--- config.mk ---
export PLATFORM = sky130hd
export DESIGN_NAME = serial_bit_reverser8
export DESIGN_NICKNAME = d
export VERILOG_FILES = /design/src/rtl/serial_bit_reverser8.sv
export SDC_FILE = /design/constraint.sdc
export NUM_CORES = 1
export LEC_CHECK = 0
export ABC_AREA = 1
export CAP_MARGIN = 20
export CORE_AREA = 2 2 43 84
export CTS_BUF_LIST = sky130_fd_sc_hd__clkbuf_8
export DETAILED_ROUTE_END_ITERATION = 10
export DIE_AREA = 0 0 45 86
export GPL_TIMING_DRIVEN = 1
export HOLD_SLACK_MARGIN = 0.15
export PLACE_DENSITY = 0.83
export SLEW_MARGIN = 40
export SYNTH_ARGS = -nofsm -noshare
export SYNTH_HDL_FRONTEND = slang
export SYNTH_SLANG_ARGS = --single-unit
--- constraint.sdc ---
create_clock -name clk -period 1.3 [get_ports clk]
set_clock_uncertainty 0.05 [all_clocks]
set_input_delay 0.195 -clock clk [delete_from_list [all_inputs] [get_ports clk]]
set_output_delay 0.195 -clock clk [all_outputs]
set_load 0.005 [all_outputs]
--- src/rtl/serial_bit_reverser8.sv ---
// Handshaked serial bit-order engine: accepts a word, shifts it LSB-first through
// a serial path, and rebuilds it bit-reversed (mode=1) or in original order (mode=0).
module serial_bit_reverser8 #(
  parameter int WIDTH = 8,
  parameter int CNT_W = 3
) (
  input  logic             clk,
  input  logic             rst_n,
  input  logic [WIDTH-1:0] din,
  input  logic             mode,
  input  logic             in_valid,
  output logic             in_ready,
  output logic [WIDTH-1:0] dout,
  output logic             out_valid,
  input  logic             out_ready,
  output logic             busy
);

  typedef enum logic [1:0] {
    S_IDLE  = 2'd0,
    S_SHIFT = 2'd1,
    S_HOLD  = 2'd2
  } state_t;

  state_t           r_state;
  logic [WIDTH-1:0] r_src;
  logic [WIDTH-1:0] r_dst;
  logic [WIDTH-1:0] r_dout;
  logic [CNT_W-1:0] r_cnt;
  logic             r_mode;
  logic             r_out_valid;
  logic             r_busy;

  logic [WIDTH-1:0] w_dst_next;
  logic             w_last;

  // Reverse appends at the LSB so the first bit out ends at the MSB; pass
  // inserts at the MSB so the first bit out lands back at bit 0.
  assign w_dst_next = r_mode ? {r_dst[WIDTH-2:0], r_src[0]}
                             : {r_src[0], r_dst[WIDTH-1:1]};
  assign w_last     = (r_cnt == CNT_W'(WIDTH - 1));

  // NOTE: all state here uses non-blocking assignments so every register
  // samples pre-edge values; blocking would make r_dst see the shifted r_src.
  always_ff @(posedge clk or negedge rst_n) begin
    if (!rst_n) begin
      r_state     <= S_IDLE;
      r_src       <= '0;
      r_dst       <= '0;
      r_dout      <= '0;
      r_cnt       <= '0;
      r_mode      <= 1'b0;
      r_out_valid <= 1'b0;
      r_busy      <= 1'b0;
    end else begin
      case (r_state)
        S_IDLE: begin
          if (in_valid) begin
            r_src   <= din;
            r_mode  <= mode;
            r_dst   <= '0;
            r_cnt   <= '0;
            r_busy  <= 1'b1;
            r_state <= S_SHIFT;
          end
        end
        S_SHIFT: begin
          r_src <= r_src >> 1;
          r_dst <= w_dst_next;
          if (w_last) begin
            r_dout      <= w_dst_next;
            r_out_valid <= 1'b1;
            r_state     <= S_HOLD;
          end else begin
            r_cnt <= r_cnt + CNT_W'(1);
          end
        end
        S_HOLD: begin
          if (out_ready) begin
            r_out_valid <= 1'b0;
            r_busy      <= 1'b0;
            r_state     <= S_IDLE;
          end
        end
        default: begin
          r_state <= S_IDLE;
        end
      endcase
    end
  end

  // Gated by rst_n so the block never advertises readiness while held in reset.
  assign in_ready  = rst_n && (r_state == S_IDLE);
  assign dout      = r_dout;
  assign out_valid = r_out_valid;
  assign busy      = r_busy;

endmodule

# Word-level counts from Yosys, hierarchy flattened
# Index checks and enable logic that the tools add are counted.
classes:
  n_addsub: 1
  n_eq_ne: 7
  muxes: 17
  reduce_logical: 12
op_table:
  columns: ["op", "count"]
  rows:
  - ["$pmux 8 s2", 2]
  - ["$mux 8", 3]
  - ["$reduce_and 3->1", 4]
  - ["$ne 2x2->1 const B", 4]
  - ["$mux 2", 3]
  - ["$mux 3", 2]
  - ["$pmux 2 s3", 1]
  - ["$pmux 3 s2", 1]
  - ["$reduce_and 2->1", 3]
  - ["$reduce_bool 2->1", 3]
  - ["$pmux 1 s2", 2]
  - ["$add 3x1->3 const B", 1]
  - ["$eq 3x3->1 const B", 1]
  - ["$mux 1", 3]
  - ["$eq 2x1->1 const B", 1]
  - ["$eq 2x2->1 const B", 1]
  - ["$logic_not 2->1", 1]
  - ["$logic_and 1x1->1", 1]
word_totals:
  register_bits: 32
  out_inout_bits: 11
  elab_cells: 45

# Logic depth before layout (Yosys ltp)
logic_depth:
  word_depth: 3
  depth_mapped: 6
  mapped_depth_nobuf: 6

# Worst setup path before layout
# OpenSTA, ideal clock, no wires.
synth_timing:
  kind: "register -> register"
  start: "reg r_cnt[0]"
  end: "reg r_cnt[0]"
  setup_time_ns: 0.118
  arrival_time_ns: 1.060
  path_slack_ns: 0.072
  stages_incl_launch_ff: 7
  n_path_buf: 0
  period_less_slack_ns: 1.228
  path_cell_list: "dfrtp_1 > ha_1 > ha_1 > inv_1 > nand2_2 > nand3_1 > nand2_1"
synth_between:
  elab_chain_len: 3
synth_rtl:
  columns: ["element", "line_no", "text"]
  rows:
  - ["start: declaration", "29", "logic [CNT_W-1:0] r_cnt;"]
  - ["start signal: assignment", "75", "r_cnt <= r_cnt + CNT_W'(1);"]
  - ["$add 3x1->3 or $eq 3x3->1 (tied branches)", "75, 41", null]
  - ["$mux 3 or $ne 2x2->1 (tied branches)", null, null]
  - ["$pmux 3 s2 or $reduce_and 3->1 (tied branches)", null, null]
# Several ways; a longest one is shown, not always the timed one. The select of a mux whose other input is x is not followed.
# A chain may end at the register's enable or synchronous reset.

# Worst setup path after layout
layout_timing:
  start: "reg r_cnt[1]"
  end: "reg r_cnt[2]"
# The elaborated chain is that of the path after synthesis.

==> results.txt <==
The cell taking the most area after synthesis is sky130_fd_sc_hd__dfrtp_1. The initial core utilization came out at 0.478. The internal power component is 2.80 mW.

The most common cell after layout, fill and taps aside is sky130_fd_sc_hd__nand2_1. The layout overhead on the synthesized area is 34.2%. The synthesized area per cell came out at 8.08 um^2. The post-DP HPWL came out at 2280 um.

The run finished with clean final reports. The routed via count divided by cell count is 5.09. Sorting the synthesized cells by area gives the leading types as sky130_fd_sc_hd__dfrtp_1 52%, sky130_fd_sc_hd__nand2_1 24%, sky130_fd_sc_hd__nand3_1 3.9%. The violation count after the first detailed-route iteration is 13.

The number of global-route vias before repair came to 1376. The switching part of the total came out at 0.394. The share of the Yosys chip area taken by registers is 0.525. The number of vias after detailed routing came out at 1360. Pin placement for this block handled 24 I/O pins. The routed wirelength normalized by instance count is 11.9 um. In this run the cell area of the synthesized design comes to 0.00153 mm^2. In the layout the commonest cells are 96 x sky130_fd_sc_hd__nand2_1, 32 x sky130_fd_sc_hd__dfrtp_1, 20 x sky130_fd_sc_hd__buf_4.

Counting every net in the synthesized netlist gives 205. The number of cells produced by synthesis is 189. The share of synthesized area in the top cell type comes to 0.525. The final non-filler cell total came out at 267.

The proportion of power drawn by combinational gates came out at 0.472. The number of rows in the core area came out at 29. The worst setup path is captured at a flip-flop. Headroom to the max-slew limit came out at 0.733. The number of pins with negative max-slew slack in the final report came to 0.

The total number of nets in the final design is 251. In the global route stage, overall resource usage came out at 0.199. Once layout is complete, the utilization of the core stands at 0.641. Setup repair after global routing could not meet its margin everywhere. The worst setup path is launched from a flip-flop. The critical path is of the reg -> reg type.

The clock sink count came out at 32. The share of total power dissipated in sequential elements is 0.358. From left edge to right edge, the die measures 45 um. The final wirelength is 3190 um. Summed over all layers, the global routing overflow is 0. The power after layout came out at 4.62 mW. The leakage dissipation is 1.09 nW. The hold violation total from the final report came out at 0. The antenna violation net count after detailed routing is 0. The core region is 0.00319 mm^2. Of the cells placed in the final design, the portion with a size suffix greater than 1 is 0.208. TritonCTS built the clock tree. The clock transition time at the flip-flop clock pins of the worst setup and hold paths is 0.07 ns. The clock share of power came out at 0.170. The largest fanout on the critical path is 5. The smallest clock period supported by the final layout is computed as 1.26 ns. Input and output buffers added on the ports amount to 23.

In the routed design, unresolved DRC markers number 0. The max-cap check violation count is 0. After synthesis the netlist holds a flip-flop and latch count of 32. The tree is rooted in a sky130_fd_sc_hd__clkbuf_8.

The CTS H-tree depth came out at 2. The number of antenna violations at the first check in global routing came out at 0. The die area came out at 0.00387 mm^2. The arrival time of data at the critical path endpoint came out at 1.40 ns. The congestion estimate from routability-driven global placement came to 0.764. The total placed cells including tap cells is 250. VDD sags by at most 1.71 mV.

The power density over cell area is 2260 mW/mm^2. The die extent in y is 86 um. The data required time at the worst endpoint came out at 1.43 ns. The number of diodes added for antenna fixing came out at 0.

The number of endpoints failing setup at the final stage is 0. In this run the worst hold path is classified as in -> async. Clock tree synthesis inserted a total of 5 buffers. The worst-margin pin slew came out at 0.401 ns.

The first-pass GRT wire length is 5670 um. The maximum number of pins on one net before global-route repair came out at 33. For the worst-skew pair, the clock arrives at the later sink with an insertion delay of 0.29 ns. The distinct cell type count after synthesis came out at 21.

The total iterations of the first detailed-routing run is 4. The post-route clock period utilization is 0.972. Timing would allow up to 791 MHz. The maximum clock insertion buffer count came out at 2. During synthesis, Yosys emitted a total of 0 warnings.

The switching power is 1.82 mW.
==> registers in the layout, summed over array words and instances (netlist names) <==
name	count
r_mode	1
out_valid	1
r_cnt	3
r_src	8
busy	1
dout	8
r_state	2
r_dst	8
==> cell families after synthesis <==
group / Yosys count / synth area share
fa+ha+maj: 3 / 0.0246
compound gates: 12 / 0.0475
simple gates: 125 / 0.343
buf+inv: 17 / 0.0606
flops: 32 / 0.525
==> repair_timing <==
item                       4_1_cts  5_1_grt
buffers inserted                 6        3
hold buffers                     0        0
gates resized for setup         16       12
pin swaps                        1        6
setup endpoints to repair       17       17
==> power groups by stage <==
stage	sequential, mW	clock [mW]	combinational (mW)
after floorplan	1.62	0	1.29
after global placement	1.64	0	1.97
after detailed placement	1.65	0	2.04
after CTS	1.63	0.806	2.06
after global routing	1.71	0.832	2.49
final	1.66	0.784	2.18
==> stage by stage <==
stage / worst slack [ns] / cell area, um^2 / hold WS [ns] / TNS [ns]
after global placement: -0.291 / 1850 / 0.411 / -0.293
final: 0.0365 / 2050 / 0.275 / 0
after detailed placement: -0.360 / 1850 / 0.415 / -0.389
after global routing: -0.00954 / 2050 / 0.324 / -0.0151
after CTS: 0.0118 / 1980 / 0.288 / 0
after floorplan: 0.0722 / 1530 / -0.151 / 0
==> worst max-delay path, cell delays in order, from the launching register on <==
cell and delay (ns):
sky130_fd_sc_hd__dfrtp_1 0.41, sky130_fd_sc_hd__ha_4 0.18, sky130_fd_sc_hd__ha_2 0.17, sky130_fd_sc_hd__inv_2 0.09, sky130_fd_sc_hd__nand2_2 0.09, sky130_fd_sc_hd__nand3_1 0.11
sky130_fd_sc_hd__nand2_1 0.06
==> routing by layer <==
layer	wire [um]	vias up	share of wire	track usage
li1	-	684	-	-
met1	1210	643	0.38	0.203
met2	1770	23	0.56	0.345
met3	79	10	0.025	0.0526
met4	123	0	0.039	0.112
met5	0	-	0	0
==> cells in the mapped netlist <==
library cell	count
sky130_fd_sc_hd__a21oi_1	4
sky130_fd_sc_hd__buf_2	2
sky130_fd_sc_hd__buf_4	2
sky130_fd_sc_hd__buf_6	1
sky130_fd_sc_hd__buf_8	1
sky130_fd_sc_hd__dfrtp_1	32
sky130_fd_sc_hd__ha_1	3
sky130_fd_sc_hd__inv_1	8
sky130_fd_sc_hd__inv_2	3
sky130_fd_sc_hd__nand2_1	99
sky130_fd_sc_hd__nand2_2	2
sky130_fd_sc_hd__nand2_4	1
sky130_fd_sc_hd__nand3_1	12
sky130_fd_sc_hd__nand4_1	3
sky130_fd_sc_hd__nor2_1	5
sky130_fd_sc_hd__nor2_4	2
sky130_fd_sc_hd__nor3b_1	1
sky130_fd_sc_hd__o21ai_0	5
sky130_fd_sc_hd__o21ai_1	1
sky130_fd_sc_hd__o21ai_4	1
sky130_fd_sc_hd__o22ai_1	1
==> path summary, 6_finish.rpt <==
check	start	end	slack, ns	cells past startpoint
worst max-delay path	r_cnt[1]	r_cnt[2]	0.04	6
worst min-delay path	rst_n	busy	0.28	2
worst max register to register	r_cnt[1]	r_cnt[2]	0.04	6
worst min register to register	dout[6]	dout[6]	0.43	2
max in group asynchronous	rst_n	r_cnt[0]	0.63	2
min in group clk	din[7]	r_src[7]	0.42	3
==> area by class of cell <==
class,instances,area (um^2)
inverters,11,43.8
multi-input cells,140,678
repair buffers,45,394
fillers,270,1140
clock buffers,5,68.8
well taps,31,38.8
flip-flops and latches,32,801
clock inverters,3,23.8
Power figures use the tool's default switching activity.
